## config.mk

```make
export PLATFORM = sky130hd
export DESIGN_NAME = lcd_scanout
export DESIGN_NICKNAME = d
export VERILOG_FILES = /design/src/rtl/lcd_scanout.sv
export SDC_FILE = /design/constraint.sdc
export NUM_CORES = 1
export LEC_CHECK = 0
export BUFFER_PORTS_ARGS = -buffer_cell sky130_fd_sc_hd__buf_4
export CELL_PAD_IN_SITES_DETAIL_PLACEMENT = 2
export CELL_PAD_IN_SITES_GLOBAL_PLACEMENT = 2
export CORE_ASPECT_RATIO = 0.75
export CORE_MARGIN = 1
export CORE_UTILIZATION = 31
export DETAILED_ROUTE_END_ITERATION = 12
export PLACE_DENSITY_LB_ADDON = 0.08
export RECOVER_POWER = 100
export SYNTH_ARGS = -nofsm -noshare
export SYNTH_HDL_FRONTEND = slang
export SYNTH_SLANG_ARGS = --single-unit
```

## constraint.sdc

```tcl
create_clock -name mck -period 2.5 [get_ports mck]
set_input_delay 0.25 -clock mck [delete_from_list [all_inputs] [get_ports mck]]
set_output_delay 0.25 -clock mck [all_outputs]
set_load 0.01 [all_outputs]
```

## src/rtl/lcd_scanout.sv

```systemverilog
// Scans the 640x64 1bpp VRAM out as a 640x480@60 pixel stream, each LCD line shown 4x.
// Outputs trail the counters by one pix_ce; no backpressure, pacing is set by pix_ce.
module lcd_scanout #(
  parameter logic [11:0] ON_COLOR     = 12'h000,
  parameter logic [11:0] OFF_COLOR    = 12'hCDB,
  parameter logic [11:0] BORDER_COLOR = 12'h444,
  parameter int          V_TOP        = 112
) (
  input  logic        mck,
  input  logic        rin_n,
  input  logic        pix_ce,
  input  logic        lcdon,
  output logic [13:0] vram_a,
  input  logic [3:0]  vram_di,
  output logic        hs_n,
  output logic        vs_n,
  output logic        de,
  output logic [11:0] rgb,
  output logic        fstart
);
  localparam logic [9:0] H_LAST  = 10'd799;
  localparam logic [9:0] V_LAST  = 10'd524;
  localparam logic [9:0] H_ACT   = 10'd640;
  localparam logic [9:0] V_ACT   = 10'd480;
  localparam logic [9:0] H_SYNC0 = 10'd656;
  localparam logic [9:0] H_SYNC1 = 10'd752;
  localparam logic [9:0] V_SYNC0 = 10'd490;
  localparam logic [9:0] V_SYNC1 = 10'd492;
  localparam logic [9:0] H_PRE   = 10'd796;
  localparam logic [9:0] H_FEND  = 10'd636;
  localparam logic [9:0] WIN_LO  = 10'(V_TOP);
  localparam logic [9:0] WIN_HI  = 10'(V_TOP + 256);

  logic [9:0]  r_hcnt;
  logic [9:0]  r_vcnt;
  logic [3:0]  r_shift;
  logic [3:0]  r_next;
  logic        r_fetched;

  logic        w_hlast;
  logic        w_active;
  logic        w_pre;
  logic        w_cur_win;
  logic        w_frow_win;
  logic        w_fetch;
  logic [9:0]  w_vnext;
  logic [9:0]  w_frow;
  logic [5:0]  w_fline;
  logic [7:0]  w_fnib;
  logic [11:0] w_rgb;

  assign w_hlast   = (r_hcnt == H_LAST);
  assign w_vnext   = (r_vcnt == V_LAST) ? 10'd0 : r_vcnt + 10'd1;
  assign w_active  = (r_hcnt < H_ACT) && (r_vcnt < V_ACT);
  assign w_cur_win = (r_vcnt >= WIN_LO) && (r_vcnt < WIN_HI);

  // Near the end of each line the first nibble of the next row is prefetched.
  assign w_pre      = (r_hcnt == H_PRE);
  assign w_frow     = w_pre ? w_vnext : r_vcnt;
  assign w_frow_win = (w_frow >= WIN_LO) && (w_frow < WIN_HI);
  assign w_fline    = 6'((w_frow - WIN_LO) >> 2);
  assign w_fnib     = w_pre ? 8'd0 : r_hcnt[9:2] + 8'd1;
  assign w_fetch    = pix_ce && (r_hcnt[1:0] == 2'd0) && ((r_hcnt < H_FEND) || w_pre) && w_frow_win;

  assign w_rgb = !w_active            ? 12'h000 :
                 !w_cur_win           ? BORDER_COLOR :
                 (lcdon && r_shift[3]) ? ON_COLOR : OFF_COLOR;

  always_ff @(posedge mck) begin
    if (!rin_n) begin
      r_hcnt    <= 10'd0;
      r_vcnt    <= 10'd0;
      r_shift   <= 4'd0;
      r_next    <= 4'd0;
      r_fetched <= 1'b0;
      vram_a    <= 14'd0;
      hs_n      <= 1'b1;
      vs_n      <= 1'b1;
      de        <= 1'b0;
      rgb       <= 12'h000;
      fstart    <= 1'b0;
    end else begin
      r_fetched <= w_fetch;
      fstart    <= pix_ce && (r_hcnt == 10'd0) && (r_vcnt == 10'd0);
      // Read data is valid the cycle after the address moves; pix_ce cannot fire in between.
      if (r_fetched)
        r_next <= vram_di;
      if (w_fetch)
        vram_a <= {w_fline, w_fnib};
      if (pix_ce) begin
        de      <= w_active;
        hs_n    <= !((r_hcnt >= H_SYNC0) && (r_hcnt < H_SYNC1));
        vs_n    <= !((r_vcnt >= V_SYNC0) && (r_vcnt < V_SYNC1));
        rgb     <= w_rgb;
        r_shift <= (r_hcnt[1:0] == 2'd3) ? r_next : {r_shift[2:0], 1'b0};
        r_hcnt  <= w_hlast ? 10'd0 : r_hcnt + 10'd1;
        if (w_hlast)
          r_vcnt <= w_vnext;
      end
    end
  end
endmodule

```

-- Word level (Yosys, flattened, before mapping)
Index checks and enable logic that the tools add are counted.
- add/sub/neg operators: 4
- $mul: 0
- div/mod/pow operators: 0
- $lt $le $gt $ge: 11
- eq/ne operators: 4
- shift operators: 0
- muxes and demuxes: 8
- bitwise gates (word level): 0
- reductions and logical operators: 18
- operators with widths (operator ; count):
    $lt A10 B9 Y1 const B ; 4
    $mux W12 ; 3
    $eq A10 B10 Y1 const B ; 3
    $lt A10 B10 Y1 const B ; 3
    $mux W10 ; 3
    $add A10 B1 Y10 const B ; 2
    $ge A10 B7 Y1 const B ; 2
    $logic_not A10 Y1 ; 2
    $logic_and A1 B1 Y1 ; 11
    $ge A10 B10 Y1 const B ; 1
    $ge A10 B9 Y1 const B ; 1
    $add A8 B1 Y8 const B ; 1
    $mux W8 ; 1
    $sub A8 B7 Y8 const B ; 1
    $mux W4 ; 1
    $eq A2 B2 Y1 const B ; 1
    $logic_not A1 Y1 ; 2
    $logic_not A2 Y1 ; 1
    $reduce_and A2 Y1 ; 1
    $logic_or A1 B1 Y1 ; 1
- register bits after elaboration: 59
- latch bits: 0
- memory bits (writable): 0
- ROM bits: 0
- bits of input ports: 8
- output and inout port bits: 30
- word-level logic and storage cells: 56
- memories kept: 0

-- Longest topological paths before layout
Gate-level depths: netlist of the first run.
- depth in word-level cells: 6
- mapped depth: 13
- gate-level depth less buffers: 11

-- Least setup slack after synthesis of the first run
No wires, ideal clock.
- path type: flip-flop to flip-flop
- from: register r_hcnt[2]
- to: register vram_a[0]
- library setup time: 0.072 ns
- arrival: 2.605 ns
- required time: 2.428 ns
- setup slack: -0.177 ns
- cell stages (with the launch flop): 13
- path buffers: 2
- clock period less this slack: 2.677 ns
- path through: dfxtp_1 ha_1 nand4bb_4 or2_0 buf_6 o31ai_1 ha_1 nand2b_1 mux2i_1 o211a_1 o21a_1 buf_4 mux2i_1
- word-level cells in the longest chain between the ends: 5
- elaborated cells on any way between the ends: 11
- ends and longest elaborated chain (what ; line ; text):
    start, declared ; 34 ; logic [9:0] r_hcnt;
    start signal, assigned ; 96 ; r_hcnt <= w_hlast ? 10'd0 : r_hcnt + 10'd1;
    $eq A10 B10 Y1 ; 58 ; assign w_pre = (r_hcnt == H_PRE);
    $mux W10 ; 59 ; assign w_frow = w_pre ? w_vnext : r_vcnt;
    $ge A10 B7 Y1 / $lt A10 B9 Y1 (equally long branches) ; 60 ; assign w_frow_win = (w_frow >= WIN_LO) && (w_frow < WIN_HI);
    $logic_and A1 B1 Y1 ; 60 ;
    $logic_and A1 B1 Y1 ; 63 ; assign w_fetch = pix_ce && (r_hcnt[1:0] == 2'd0) && ((r_hcnt < H_FEND) || w_pre) && w_frow_win;
    end signal, assigned ; 89 ; vram_a <= {w_fline, w_fnib};
    end, declared ; 13 ; output logic [13:0] vram_a,
Parallel ways exist; a longest one is shown, timed or not.
A chain may end at the register's enable or synchronous reset.

-- Final worst setup path of the first run
- from: register r_hcnt[1]
- to: register vram_a[6]
The elaborated chain is that of the path after synthesis.

==> results of run 1 <==
metrics by stage:
| stage | instances | power, uW |
|---|---|---|
| 2_1_floorplan | 331 | 890.9 |
| 3_3_place_gp | 485 | 933.5 |
| 3_5_place_dp | 485 | 936.5 |
| 4_1_cts | 497 | 1641 |
| 5_1_grt | 502 | 1684 |
| 6_report | 502 | 1613 |
report_power, final:
group          leakage, uW  total [uW]  switching (uW)  internal, uW
logic             0.000904         112            64.6          47.6
clock network    0.0000708         688             315           372
registers         0.000408         814            6.40           807
worst max-delay path, stage by stage, from the launching register on:
cell and delay, ns:
sky130_fd_sc_hd__dfxtp_2 0.32, sky130_fd_sc_hd__inv_2 0.06, sky130_fd_sc_hd__ha_4 0.15, sky130_fd_sc_hd__nand4bb_4 0.17, sky130_fd_sc_hd__buf_6 0.17, sky130_fd_sc_hd__o31ai_2 0.16, sky130_fd_sc_hd__buf_4 0.15, sky130_fd_sc_hd__o31ai_4 0.06
sky130_fd_sc_hd__ha_2 0.20, sky130_fd_sc_hd__nand2b_1 0.10, sky130_fd_sc_hd__mux2i_2 0.10, sky130_fd_sc_hd__o211a_1 0.27, sky130_fd_sc_hd__o21ai_4 0.22, sky130_fd_sc_hd__buf_12 0.16, sky130_fd_sc_hd__mux2i_1 0.20
worst paths after layout:
kind	startpoint	to	slack, ns	cells past startpoint
setup / recovery	r_hcnt[1]	vram_a[6]	-0.08	14
setup reg to reg	r_hcnt[1]	vram_a[6]	-0.08	14
hold / removal	vram_di[1]	r_next[1]	0.19	3
hold reg to reg	vram_a[5]	vram_a[5]	0.46	2
sequential cells by signal, summed over array words and instances, names as in the netlist, 3 cells and up:
name	flops
r_vcnt	10
r_next	4
r_shift	4
r_hcnt	10
rgb	3
vram_a	14
logic make-up after synthesis:
| kind of cell | after synthesis | share of synthesized area (%) |
|---|---|---|
| AND/OR/NAND/NOR | 135 | 25.79 |
| AO/OA/AOI/OAI | 54 | 11.93 |
| flip-flops | 50 | 36.58 |
| buffers and inverters | 41 | 8.184 |
| multiplexers | 23 | 8.413 |
| XOR/XNOR | 18 | 5.761 |
| adder cells (fa/ha/maj) | 7 | 3.201 |
| other | 1 | 0.1370 |
routing by layer:
metal / vias up / routed length [um] / track usage, % / share of wire, %
li1: 1251 / - / - / -
met1: 1277 / 4339 / 27.65 / 48
met2: 27 / 4364 / 34.16 / 49
met3: 5 / 232 / 3.358 / 2.6
met4: 0 / 42 / 3.273 / 0.47
met5: - / 0 / 0 / 0
area by class of cell:
type / instances / area, um^2 / area share, %
multi-input combinational: 240 / 1649 / 46.57
clock inverter: 2 / 13.76 / 0.3887
timing repair buffer: 87 / 570.5 / 16.11
tap: 108 / 135.1 / 3.816
clock buffer: 6 / 128.9 / 3.640
sequential: 50 / 1010 / 28.52
inverter: 9 / 33.78 / 0.9541
cell usage in the layout, fill, tap and decap left out, drive strengths merged, types with 4 or more instances in the layout:
| cell | synthesis | final |
|---|---|---|
| and3 | 5 | 5 |
| or3 | 7 | 7 |
| dfxtp | 50 | 50 |
| xnor2 | 12 | 12 |
| a211oi | 5 | 5 |
| or4 | 4 | 4 |
| clkbuf | 12 | 38 |
| nand2 | 40 | 40 |
| nand4 | 4 | 4 |
| nor2 | 33 | 33 |
| mux2i | 23 | 23 |
| o21ai | 17 | 17 |
| xor2 | 6 | 6 |
| a21oi | 18 | 18 |
| inv | 8 | 8 |
| nor4 | 4 | 4 |
| nand3 | 16 | 16 |
| ha | 7 | 7 |
| buf | 20 | 55 |
what timing repair did:
item	4_1_cts	5_1_grt
cloned	1	0
buffers inserted	3	5
gates resized for setup	21	11
setup endpoints to repair	15	15
hold endpoints to repair	0	0
pin swaps	3	7
==> impl_metrics.sql, run 1 <==
INSERT INTO impl_metrics (metric_group, metric, value, unit) VALUES
('status', 'run_status', 'finished, violations left', ''),
('status', 'violations', 'negative setup slack', ''),
('setup_path', 'cp-end-kind', 'flip-flop', ''),
('worst_hold_path', 'timing.hold.worst.class', 'primary input to flip-flop', ''),
('clocking', 'worst_skew_pair.late_latency', '0.29', 'ns'),
('yosys', 'synth_edf_count', '0', ''),
('grt', 'gr-usage-all-layers', '20.29', '%'),
('pwr', 'static-leakage-power', '0.001383', 'uW'),
('sta', 'final-hold-violation-count', '0', ''),
('place', 'dp_worst_setup_slack', '-0.2729', 'ns'),
('cells_and_area', 'postLayoutCellArea', '3541', 'um^2'),
('clocking', 'cts_tree', 'built', ''),
('grt', 'global_route.overflow_total', '0', ''),
('setup_path', 'cp.required', '2.72', 'ns'),
('floorplanning', 'start_util', '32.09', '%'),
('place', 'dp_hpwl', '6.353', 'mm'),
('grt', 'grt_max_degree', '32', ''),
('grt', 'grt_first_pass_wirelength', '14.75', 'mm'),
('yosys', 'synth_cell_type_count', '51', ''),
('sta', 'finClkSkew', '0.004002', 'ns'),
('clocking', 'cts_buffers', '5', ''),
('yosys', 'synthesis.yosys.warnings', '0', ''),
('clocking', 'clock_tree.htree_level_count', '2', ''),
('floorplanning', 'io-pin-count', '38', ''),
('clocking', 'cts_hold_fix_bufs', '0', ''),
('sta', 'fmax', '388.3', 'MHz'),
('sta', 'setup_tns_after_final_layout', '-0.6913', 'ns'),
('route', 'detail-route-antenna-nets', '0', ''),
('floorplanning', 'floorplan_die_area', '9211', 'um^2'),
('sta', 'rsz_0062_raised_after_global_routing', 'yes', ''),
('setup_path', 'critical_path.startpoint_type', 'flip-flop', ''),
('yosys', 'synth_async_sr_flop_share', '0', '%'),
('setup_path', 'arrival', '2.79', 'ns'),
('grt', 'grt_pass1_vias', '2727', ''),
('setup_path', 'criticalPathCategory', 'flip-flop to flip-flop', ''),
('yosys', 'synth.area.top_cells', 'sky130_fd_sc_hd__dfxtp_1 (37%), sky130_fd_sc_hd__mux2i_1 (8.4%), sky130_fd_sc_hd__nand2_1 (5.5%), sky130_fd_sc_hd__nor2_1 (4.5%), sky130_fd_sc_hd__xnor2_1 (3.8%)', ''),
('sta', 'whs', '0.1929', 'ns'),
('place', 'postPlaceCellArea', '3322', 'um^2'),
('yosys', 'synth.cells.most_frequent', 'sky130_fd_sc_hd__dfxtp_1 (50), sky130_fd_sc_hd__nand2_1 (40), sky130_fd_sc_hd__nor2_1 (33), sky130_fd_sc_hd__mux2i_1 (23), sky130_fd_sc_hd__a21oi_1 (18)', ''),
('cells_and_area', 'fill_cells', '978', ''),
('floorplanning', 'fp.coreArea', '8527', 'um^2'),
('yosys', 'ys_ff_latch', '50', ''),
('route', 'drtIter0Drc', '78', ''),
('cells_and_area', 'nets', '408', ''),
('cells_and_area', 'layout.core_utilization', '41.53', '%'),
('pwr', 'vdd.ir_drop.worst', '0.1944', 'mV'),
('clocking', 'clock_edge_transition_at_the_registers_on_the_reported_setup_and_hold_paths', '0.07', 'ns'),
('sta', 'timing_worst_slew_pin_value', '1.062', 'ns'),
('place', 'portBuffers', '34', ''),
('sta', 'slew_viol_final', '0', ''),
('clocking', 'numClockSinks', '50', ''),
('yosys', 'synth_ff_type', 'sky130_fd_sc_hd__dfxtp_1', ''),
('floorplanning', 'fp.dieH', '83.37', 'um'),
('flow_run', 'drv_cap', '0', ''),
('clocking', 'clk_path_buf_depth', '2', ''),
('yosys', 'synthesis.area', '2736', 'um^2'),
('sta', 'slew_headroom', '29.22', '%'),
('yosys', 'yosysTopAreaCell', 'sky130_fd_sc_hd__dfxtp_1', ''),
('sta', 'final-setup-viol-count', '14', ''),
('yosys', 'synthCells', '329', ''),
('cells_and_area', 'post_route_cells_drive_above_1_share', '24.37', '%'),
('route', 'route.detailed.drc', '0', ''),
('floorplanning', 'row_count', '29', ''),
('pwr', 'power_density', '455.6', 'nW/um^2'),
('sta', 'setup_slack', '-0.07532', 'ns'),
('place', 'routabilityCongestion', '0.7513', ''),
('route', 'vias', '2560', ''),
('yosys', 'synthesis.area_per_instance', '8.317', 'um^2'),
('route', 'routed_wirelength', '8.977', 'mm'),
('sta', 'post-route-min-period', '2.575', 'ns'),
('floorplanning', 'die_width', '110.5', 'um');
No activity file was read; power rests on OpenSTA's default activity.
==> run 2, diff against run 1 <==
--- a/config.mk
+++ b/config.mk
@@ -6,4 +6,5 @@
 export NUM_CORES = 1
 export LEC_CHECK = 0
+export ABC_CLOCK_PERIOD_IN_PS = 2500
 export BUFFER_PORTS_ARGS = -buffer_cell sky130_fd_sc_hd__buf_4
 export CELL_PAD_IN_SITES_DETAIL_PLACEMENT = 2
@@ -18,2 +19,3 @@
 export SYNTH_HDL_FRONTEND = slang
 export SYNTH_SLANG_ARGS = --single-unit
+export TNS_END_PERCENT = 1
==> constraint.sdc (replaced) <==
create_clock -name mck -period 2.5 [get_ports mck]
set_input_delay 0.25 -clock mck [delete_from_list [all_inputs] [get_ports mck]]
set_output_delay 0.25 -clock mck [all_outputs]
set_load 0.02 [all_outputs]
==> run 2 against run 1 <==
- the flow still finishes with violations (negative setup slack)
- largest power group unchanged
- critical path type unchanged
- maximum frequency grew 0.61%
- sequential share of layout area is 0.42 points higher
- die area unchanged
- register-to-register slack better by 0.02 ns
- via count shrank 0.20%
- highest routed layer unchanged
- routed wire length decreased by 2.5%
- cell count fell by 0.80%
- setup slack better by 0.016 ns
- design area decreased by 1.6%
- total power is essentially flat
==> impl_metrics.sql, run 2 (same netlist as run 1, synthesis figures left out) <==
INSERT INTO impl_metrics (metric_group, metric, value, unit) VALUES
('setup_path', 'critical_path_maximum_fanout', '5', ''),
('clocking', 'numClockSinks', '50', ''),
('pwr', 'static-leakage-power', '0.001360', 'uW'),
('clocking', 'cts_tree', 'built', ''),
('sta', 'final.period_utilization', '102.4', '%'),
('sta', 'setup_tns_after_final_layout', '-0.4225', 'ns'),
('sta', 'slew_viol_final', '0', ''),
('route', 'route.detailed.wl_per_inst', '17.57', 'um'),
('grt', 'grt_first_pass_wirelength', '14.65', 'mm'),
('setup_path', 'critical_path_buf_inv_count', '5', ''),
('route', 'route.detailed.drc', '0', ''),
('cells_and_area', 'layout_common_cells', 'sky130_fd_sc_hd__buf_4 (47), sky130_fd_sc_hd__dfxtp_1 (44), sky130_fd_sc_hd__nand2_1 (40), sky130_fd_sc_hd__clkbuf_1 (33), sky130_fd_sc_hd__nor2_1 (32)', ''),
('setup_path', 'crit_slowest_cell', 'sky130_fd_sc_hd__dfxtp_2', ''),
('route', 'drt-met1-wl', '4.348', 'mm'),
('cells_and_area', 'biggest_registers_after_layout', 'vram_a x14, r_hcnt x10, r_vcnt x10', ''),
('sta', 'post-route-min-period', '2.560', 'ns'),
('floorplanning', 'die_width', '110.5', 'um'),
('clocking', 'worst_skew_pair.late_latency', '0.29', 'ns'),
('clocking', 'clk_tree_root_cell', 'sky130_fd_sc_hd__clkbuf_16', ''),
('sta', 'slew_headroom', '29.44', '%'),
('setup_path', 'cp.required', '2.71', 'ns'),
('route', 'detail_route.first_pass.iterations', '4', ''),
('worst_hold_path', 'timing.hold.worst.class', 'primary input to flip-flop', ''),
('cells_and_area', 'antenna_cells', '0', ''),
('floorplanning', 'floorplan_die_area', '9211', 'um^2'),
('setup_path', 'arrival', '2.77', 'ns'),
('sta', 'finClkSkew', '0.003658', 'ns'),
('floorplanning', 'row_count', '29', ''),
('setup_path', 'critical_path.startpoint_type', 'flip-flop', ''),
('sta', 'setup_slack', '-0.05967', 'ns'),
('grt', 'gr-usage-all-layers', '20.14', '%'),
('setup_path', 'cp-end-kind', 'flip-flop', ''),
('clocking', 'clock_edge_transition_at_the_registers_on_the_reported_setup_and_hold_paths', '0.07', 'ns'),
('cells_and_area', 'layout_commonest_cell', 'sky130_fd_sc_hd__buf_4', ''),
('route', 'met3WireLength', '257', 'um'),
('grt', 'global_route.overflow_total', '0', ''),
('place', 'portBuffers', '34', ''),
('place', 'dp_hpwl', '6.353', 'mm'),
('cells_and_area', 'max_flop_register', 'vram_a', ''),
('route', 'viasPerCell', '5.131', ''),
('floorplanning', 'io-pin-count', '38', ''),
('pwr', 'power_density', '463.2', 'nW/um^2'),
('sta', 'final-hold-violation-count', '0', ''),
('sta', 'rsz_0062_raised_after_global_routing', 'yes', ''),
('setup_path', 'criticalPathCategory', 'flip-flop to flip-flop', ''),
('cells_and_area', 'largest_reg_flops', '14', ''),
('grt', 'antenna_found_initial', '0', ''),
('route', 'met2_length', '4.103', 'mm'),
('place', 'routabilityCongestion', '0.7513', ''),
('place', 'dp_worst_setup_slack', '-0.2729', 'ns'),
('route', 'drtIter0Drc', '82', ''),
('status', 'run_status', 'finished, violations left', ''),
('setup_path', 'timing.critical_path.max_delay_family', 'buffers and inverters', ''),
('sta', 'timing_worst_slew_pin_value', '1.058', 'ns'),
('setup_path', 'max_stage_delay', '0.33', 'ns'),
('cells_and_area', 'nets', '404', ''),
('floorplanning', 'fp.coreArea', '8527', 'um^2'),
('setup_path', 'critical_path.most_common_cell', 'sky130_fd_sc_hd__buf_4', ''),
('route', 'routed_wirelength', '8.751', 'mm'),
('route', 'detail-route-antenna-nets', '0', ''),
('grt', 'grt_max_degree', '32', ''),
('floorplanning', 'fp.dieH', '83.37', 'um'),
('grt', 'grt_pass1_vias', '2715', ''),
('setup_path', 'crit_chain', 'inv_2 -> ha_4 -> nand4bb_4 -> buf_6 -> buf_4 -> nor4b_1 -> xor2_1 -> buf_4 -> o211a_1 -> o21ai_4 -> buf_12 -> mux2i_1', ''),
('cells_and_area', 'syn2layout_area_growth', '27.34', '%'),
('cells_and_area', 'post_route_cells_drive_above_1_share', '22.56', '%'),
('pwr', 'vdd.ir_drop.worst', '0.1893', 'mV'),
('flow_run', 'drv_cap', '0', ''),
('sta', 'fmax', '390.7', 'MHz'),
('clocking', 'clock_tree.htree_level_count', '2', ''),
('status', 'violations', 'negative setup slack', ''),
('clocking', 'cts_buffers', '5', ''),
('sta', 'final-setup-viol-count', '10', ''),
('route', 'top_layer_used', 'met4', ''),
('route', 'vias', '2555', ''),
('clocking', 'clk_path_buf_depth', '2', ''),
('floorplanning', 'start_util', '32.09', '%');
## run 2: worst min-delay path, delay by kind of cell
kind | cells | cell delay (ns)
muxes | 1 | 0.05
buffers and inverters | 1 | 0.07
and+or+nand+nor | 1 | 0.07
## run 2: stage by stage
| stage | area [um^2] | utilization [%] | instances | total power [uW] | hold slack, ns |
|---|---|---|---|---|---|
| final | 3485 | 40.87 | 498 | 1614 | 0.1893 |
| after global routing | 3485 | 40.87 | 498 | 1684 | 0.2151 |
| after CTS | 3570 | 41.86 | 495 | 1645 | 0.1909 |
| after detailed placement | 3322 | 38.96 | 485 | 942.8 | 0.4593 |
| after global placement | 3322 | 38.96 | 485 | 939.8 | 0.4457 |
| after floorplan | 2779 | - | 331 | 897.1 | 0.3972 |
## run 2: path summary, 6_finish.rpt
kind / startpoint / end / slack (ns) / cells past startpoint
worst max register to register: r_hcnt[0] / vram_a[6] / -0.06 / 12
worst min register to register: vram_a[5] / vram_a[5] / 0.46 / 2
worst max-delay path: r_hcnt[0] / vram_a[6] / -0.06 / 12
worst min-delay path: vram_di[1] / r_next[1] / 0.19 / 3
## run 2: repair_timing
item / CTS / global route
pin swaps: 3 / 7
setup buffers: 1 / 3
cloned: 1 / 0
hold buffers: 0 / 0
gates resized for setup: 20 / 7
endpoints found under the setup margin: 15 / 15
## run 2: cell type report
| type | count | area (um^2) |
|---|---|---|
| multi-input combinational | 240 | 1628 |
| sequential | 50 | 1008 |
| clock buffer | 6 | 128.9 |
| timing repair buffer | 83 | 536.8 |
| tap | 108 | 135.1 |
| inverter | 9 | 33.78 |
| fill | 977 | 5042 |
| clock inverter | 2 | 13.76 |
## run 2: where the power goes
part | switching, uW | internal [uW] | total (uW)
logic | 68.9 | 43.9 | 113
registers | 6.60 | 807 | 814
clock network | 315 | 372 | 688
total | 391 | 1220 | 1610
## run 2: layer usage
layer | global-route usage [%] | vias up
li1 | - | 1248
met1 | 27.65 | 1272
met2 | 33.60 | 30
met3 | 3.358 | 5
met4 | 3.273 | 0
met5 | 0 | -
==> run 3, diff against run 2 <==
Settings changed: BUFFER_PORTS_ARGS -buffer_cell sky130_fd_sc_hd__buf_4 to -buffer_cell sky130_fd_sc_hd__buf_2.
==> run 3 against run 2 <==
- largest cell class unchanged
- sequential cell count is the same
- critical path depth is 1 lower
- highest routed layer unchanged
- non-clock buffer count is 5 higher
- first-iteration DRC count decreased by 24%
- sequential share of layout area fell by 0.49 points
- the flow still finishes with violations (negative setup slack)
- register-to-register slack about the same
- die area unchanged
- utilization increased by 0.70 points
- setup slack better by 0.0063 ns
- global-route usage increased by 0.14 points
- sequential power about the same
==> impl_metrics.sql, run 3 (same netlist as run 1, synthesis figures left out) <==
INSERT INTO impl_metrics (metric_group, metric, value, unit) VALUES
('setup_path', 'critical_path_maximum_fanout', '5', ''),
('grt', 'grt_pass1_vias', '2720', ''),
('cells_and_area', 'multi_input_logic_area', '1678', 'um^2'),
('clocking', 'worst_skew_pair.late_latency', '0.30', 'ns'),
('setup_path', 'crit_chain', 'inv_2 -> ha_4 -> nand4bb_4 -> buf_6 -> buf_4 -> nor4_1 -> buf_4 -> mux2i_4 -> o211a_1 -> o21a_4 -> mux2i_1', ''),
('setup_path', 'arrival', '2.78', 'ns'),
('cells_and_area', 'nets', '409', ''),
('floorplanning', 'io-pin-count', '38', ''),
('floorplanning', 'row_count', '29', ''),
('clocking', 'clk_tree_root_cell', 'sky130_fd_sc_hd__clkbuf_16', ''),
('clocking', 'clock_tree.htree_level_count', '2', ''),
('cells_and_area', 'syn2layout_area_growth', '29.54', '%'),
('setup_path', 'rr_startpoint', 'r_hcnt[1]', ''),
('setup_path', 'critical_path_cell_count', '11', ''),
('setup_path', 'critical_path_buf_inv_count', '4', ''),
('sta', 'post-route-min-period', '2.553', 'ns'),
('sta', 'final-setup-viol-count', '12', ''),
('setup_path', 'cp.required', '2.72', 'ns'),
('route', 'viasPerCell', '5.149', ''),
('route', 'routed_wirelength', '9.186', 'mm'),
('cells_and_area', 'layout_commonest_cell', 'sky130_fd_sc_hd__dfxtp_1', ''),
('setup_path', 'max_stage_delay', '0.33', 'ns'),
('setup_path', 'reg2reg_slack', '-0.05', 'ns'),
('place', 'dp_hpwl', '6.513', 'mm'),
('clocking', 'numClockSinks', '50', ''),
('route', 'detail_route.first_pass.iterations', '4', ''),
('grt', 'antenna_found_initial', '0', ''),
('sta', 'rsz_0062_raised_after_global_routing', 'yes', ''),
('status', 'violations', 'negative setup slack', ''),
('floorplanning', 'floorplan_die_area', '9211', 'um^2'),
('pwr', 'static-leakage-power', '0.001379', 'uW'),
('floorplanning', 'fp.dieH', '83.37', 'um'),
('flow_run', 'drv_cap', '0', ''),
('place', 'portBuffers', '34', ''),
('cells_and_area', 'layout_common_cells', 'sky130_fd_sc_hd__dfxtp_1 (44), sky130_fd_sc_hd__buf_4 (43), sky130_fd_sc_hd__nand2_1 (38), sky130_fd_sc_hd__clkbuf_1 (33), sky130_fd_sc_hd__nor2_1 (32)', ''),
('cells_and_area', 'seq_area', '1008', 'um^2'),
('cells_and_area', 'max_flop_register', 'vram_a', ''),
('setup_path', 'critical_path.endpoint', 'vram_a[10]', ''),
('clocking', 'cts_tree', 'built', ''),
('status', 'run_status', 'finished, violations left', ''),
('cells_and_area', 'antenna_cells', '0', ''),
('setup_path', 'crit_slowest_cell', 'sky130_fd_sc_hd__nor4_1', ''),
('place', 'routabilityCongestion', '0.7649', ''),
('pwr', 'power_density', '467.2', 'nW/um^2'),
('floorplanning', 'start_util', '32.09', '%'),
('floorplanning', 'fp.coreArea', '8527', 'um^2'),
('route', 'route.detailed.wl_per_inst', '18.26', 'um'),
('setup_path', 'crit-reg2reg-capture', 'vram_a[10]', ''),
('setup_path', 'timing.critical_path.from', 'r_hcnt[1]', ''),
('setup_path', 'timing.critical_path.max_delay_family', 'buffers and inverters', ''),
('setup_path', 'critical_path.startpoint_type', 'flip-flop', ''),
('setup_path', 'cp-end-kind', 'flip-flop', ''),
('grt', 'global_route.overflow_total', '0', ''),
('sta', 'fmax', '391.6', 'MHz'),
('cells_and_area', 'fill_cells', '953', ''),
('cells_and_area', 'biggest_registers_after_layout', 'vram_a x14, r_hcnt x10, r_vcnt x10', ''),
('route', 'drtIter0Drc', '62', ''),
('grt', 'grt_max_degree', '31', ''),
('cells_and_area', 'post_route_cells_drive_above_1_share', '24.56', '%'),
('cells_and_area', 'layout.core_utilization', '41.57', '%'),
('sta', 'setup_slack', '-0.05340', 'ns'),
('grt', 'gr-usage-all-layers', '20.28', '%'),
('clocking', 'clk_path_buf_depth', '2', ''),
('worst_hold_path', 'timing.hold.worst.class', 'primary input to flip-flop', ''),
('grt', 'grt_first_pass_wirelength', '14.68', 'mm'),
('route', 'detail-route-antenna-nets', '0', ''),
('sta', 'finClkSkew', '0.008412', 'ns'),
('sta', 'final.period_utilization', '102.1', '%'),
('setup_path', 'critical_path.most_common_cell', 'sky130_fd_sc_hd__buf_4', ''),
('clocking', 'clock_edge_transition_at_the_registers_on_the_reported_setup_and_hold_paths', '0.08', 'ns'),
('place', 'dp_worst_setup_slack', '-0.1825', 'ns'),
('setup_path', 'criticalPathCategory', 'flip-flop to flip-flop', ''),
('cells_and_area', 'largest_reg_flops', '14', ''),
('sta', 'slew_viol_final', '0', ''),
('sta', 'final-hold-violation-count', '0', ''),
('pwr', 'vdd.ir_drop.worst', '0.2720', 'mV'),
('route', 'route.detailed.drc', '0', ''),
('floorplanning', 'die_width', '110.5', 'um'),
('setup_path', 'r2r_cells', '11', ''),
('route', 'vias', '2590', ''),
('clocking', 'cts_buffers', '5', ''),
('clocking', 'cts_hold_fix_bufs', '0', '');
run 3: area by class of cell:
cell class | instances | area share (%)
sequential | 50 | 28.45
clock inverter | 3 | 0.7413
tap | 108 | 3.812
multi-input combinational | 240 | 47.33
clock buffer | 5 | 3.530
timing repair buffer | 88 | 15.18
inverter | 9 | 0.9531
run 3: how the worst min path moves through the flow:
stage / startpoint / to / slack [ns] / cells after the start
finish: vram_di[2] / r_next[2] / 0.18 / 3
floorplan: vram_di[1] / r_next[1] / 0.40 / 2
global placement: vram_a[12] / vram_a[12] / 0.44 / 2
global route: vram_di[0] / r_next[0] / 0.19 / 3
detailed placement: vram_a[0] / vram_a[0] / 0.45 / 2
CTS: vram_di[2] / r_next[2] / 0.18 / 3
run 3: worst reg2reg max path: stages, from the launching register on:
cell and delay, ns:
sky130_fd_sc_hd__dfxtp_1 0.32, sky130_fd_sc_hd__inv_2 0.07, sky130_fd_sc_hd__ha_4 0.14, sky130_fd_sc_hd__nand4bb_4 0.16, sky130_fd_sc_hd__buf_6 0.17, sky130_fd_sc_hd__buf_4 0.13
sky130_fd_sc_hd__nor4_1 0.33, sky130_fd_sc_hd__buf_4 0.21, sky130_fd_sc_hd__mux2i_4 0.26, sky130_fd_sc_hd__o211a_1 0.26, sky130_fd_sc_hd__o21a_4 0.20, sky130_fd_sc_hd__mux2i_1 0.22
run 3: where the power goes:
group          total, uW  switching (uW)  internal, uW
sequential           813            6.64           807
clock                731             348           383
combinational        112            70.3          41.3
total               1660             425          1230
run 3: repair_timing:
item,in CTS,in global routing
buffers inserted,1,8
cloned,1,0
hold endpoints to repair,0,0
pin swaps,5,11
endpoints found under the setup margin,15,15
resized for setup,20,21
run 3: through the flow:
stage	instance area (um^2)	cells	setup TNS [ns]	power, uW	hold slack [ns]
after CTS	3452	496	-0.3717	1682	0.1771
after global routing	3545	503	-2.642	1718	0.1873
after global placement	3232	486	-0.1467	934.3	0.4418
final	3545	503	-0.2690	1656	0.1800
after floorplan	2779	331	0	897.1	0.3972
after detailed placement	3232	486	-1.270	938.8	0.4527
run 3: layer usage:
metal  GRT usage (%)  part of all wire, %  vias up
li1                -                    -     1262
met1           27.57                   50     1286
met2           33.15                   46       31
met3           3.431                  2.7       11
met4           5.455                  1.5        0
met5               0                    0        -
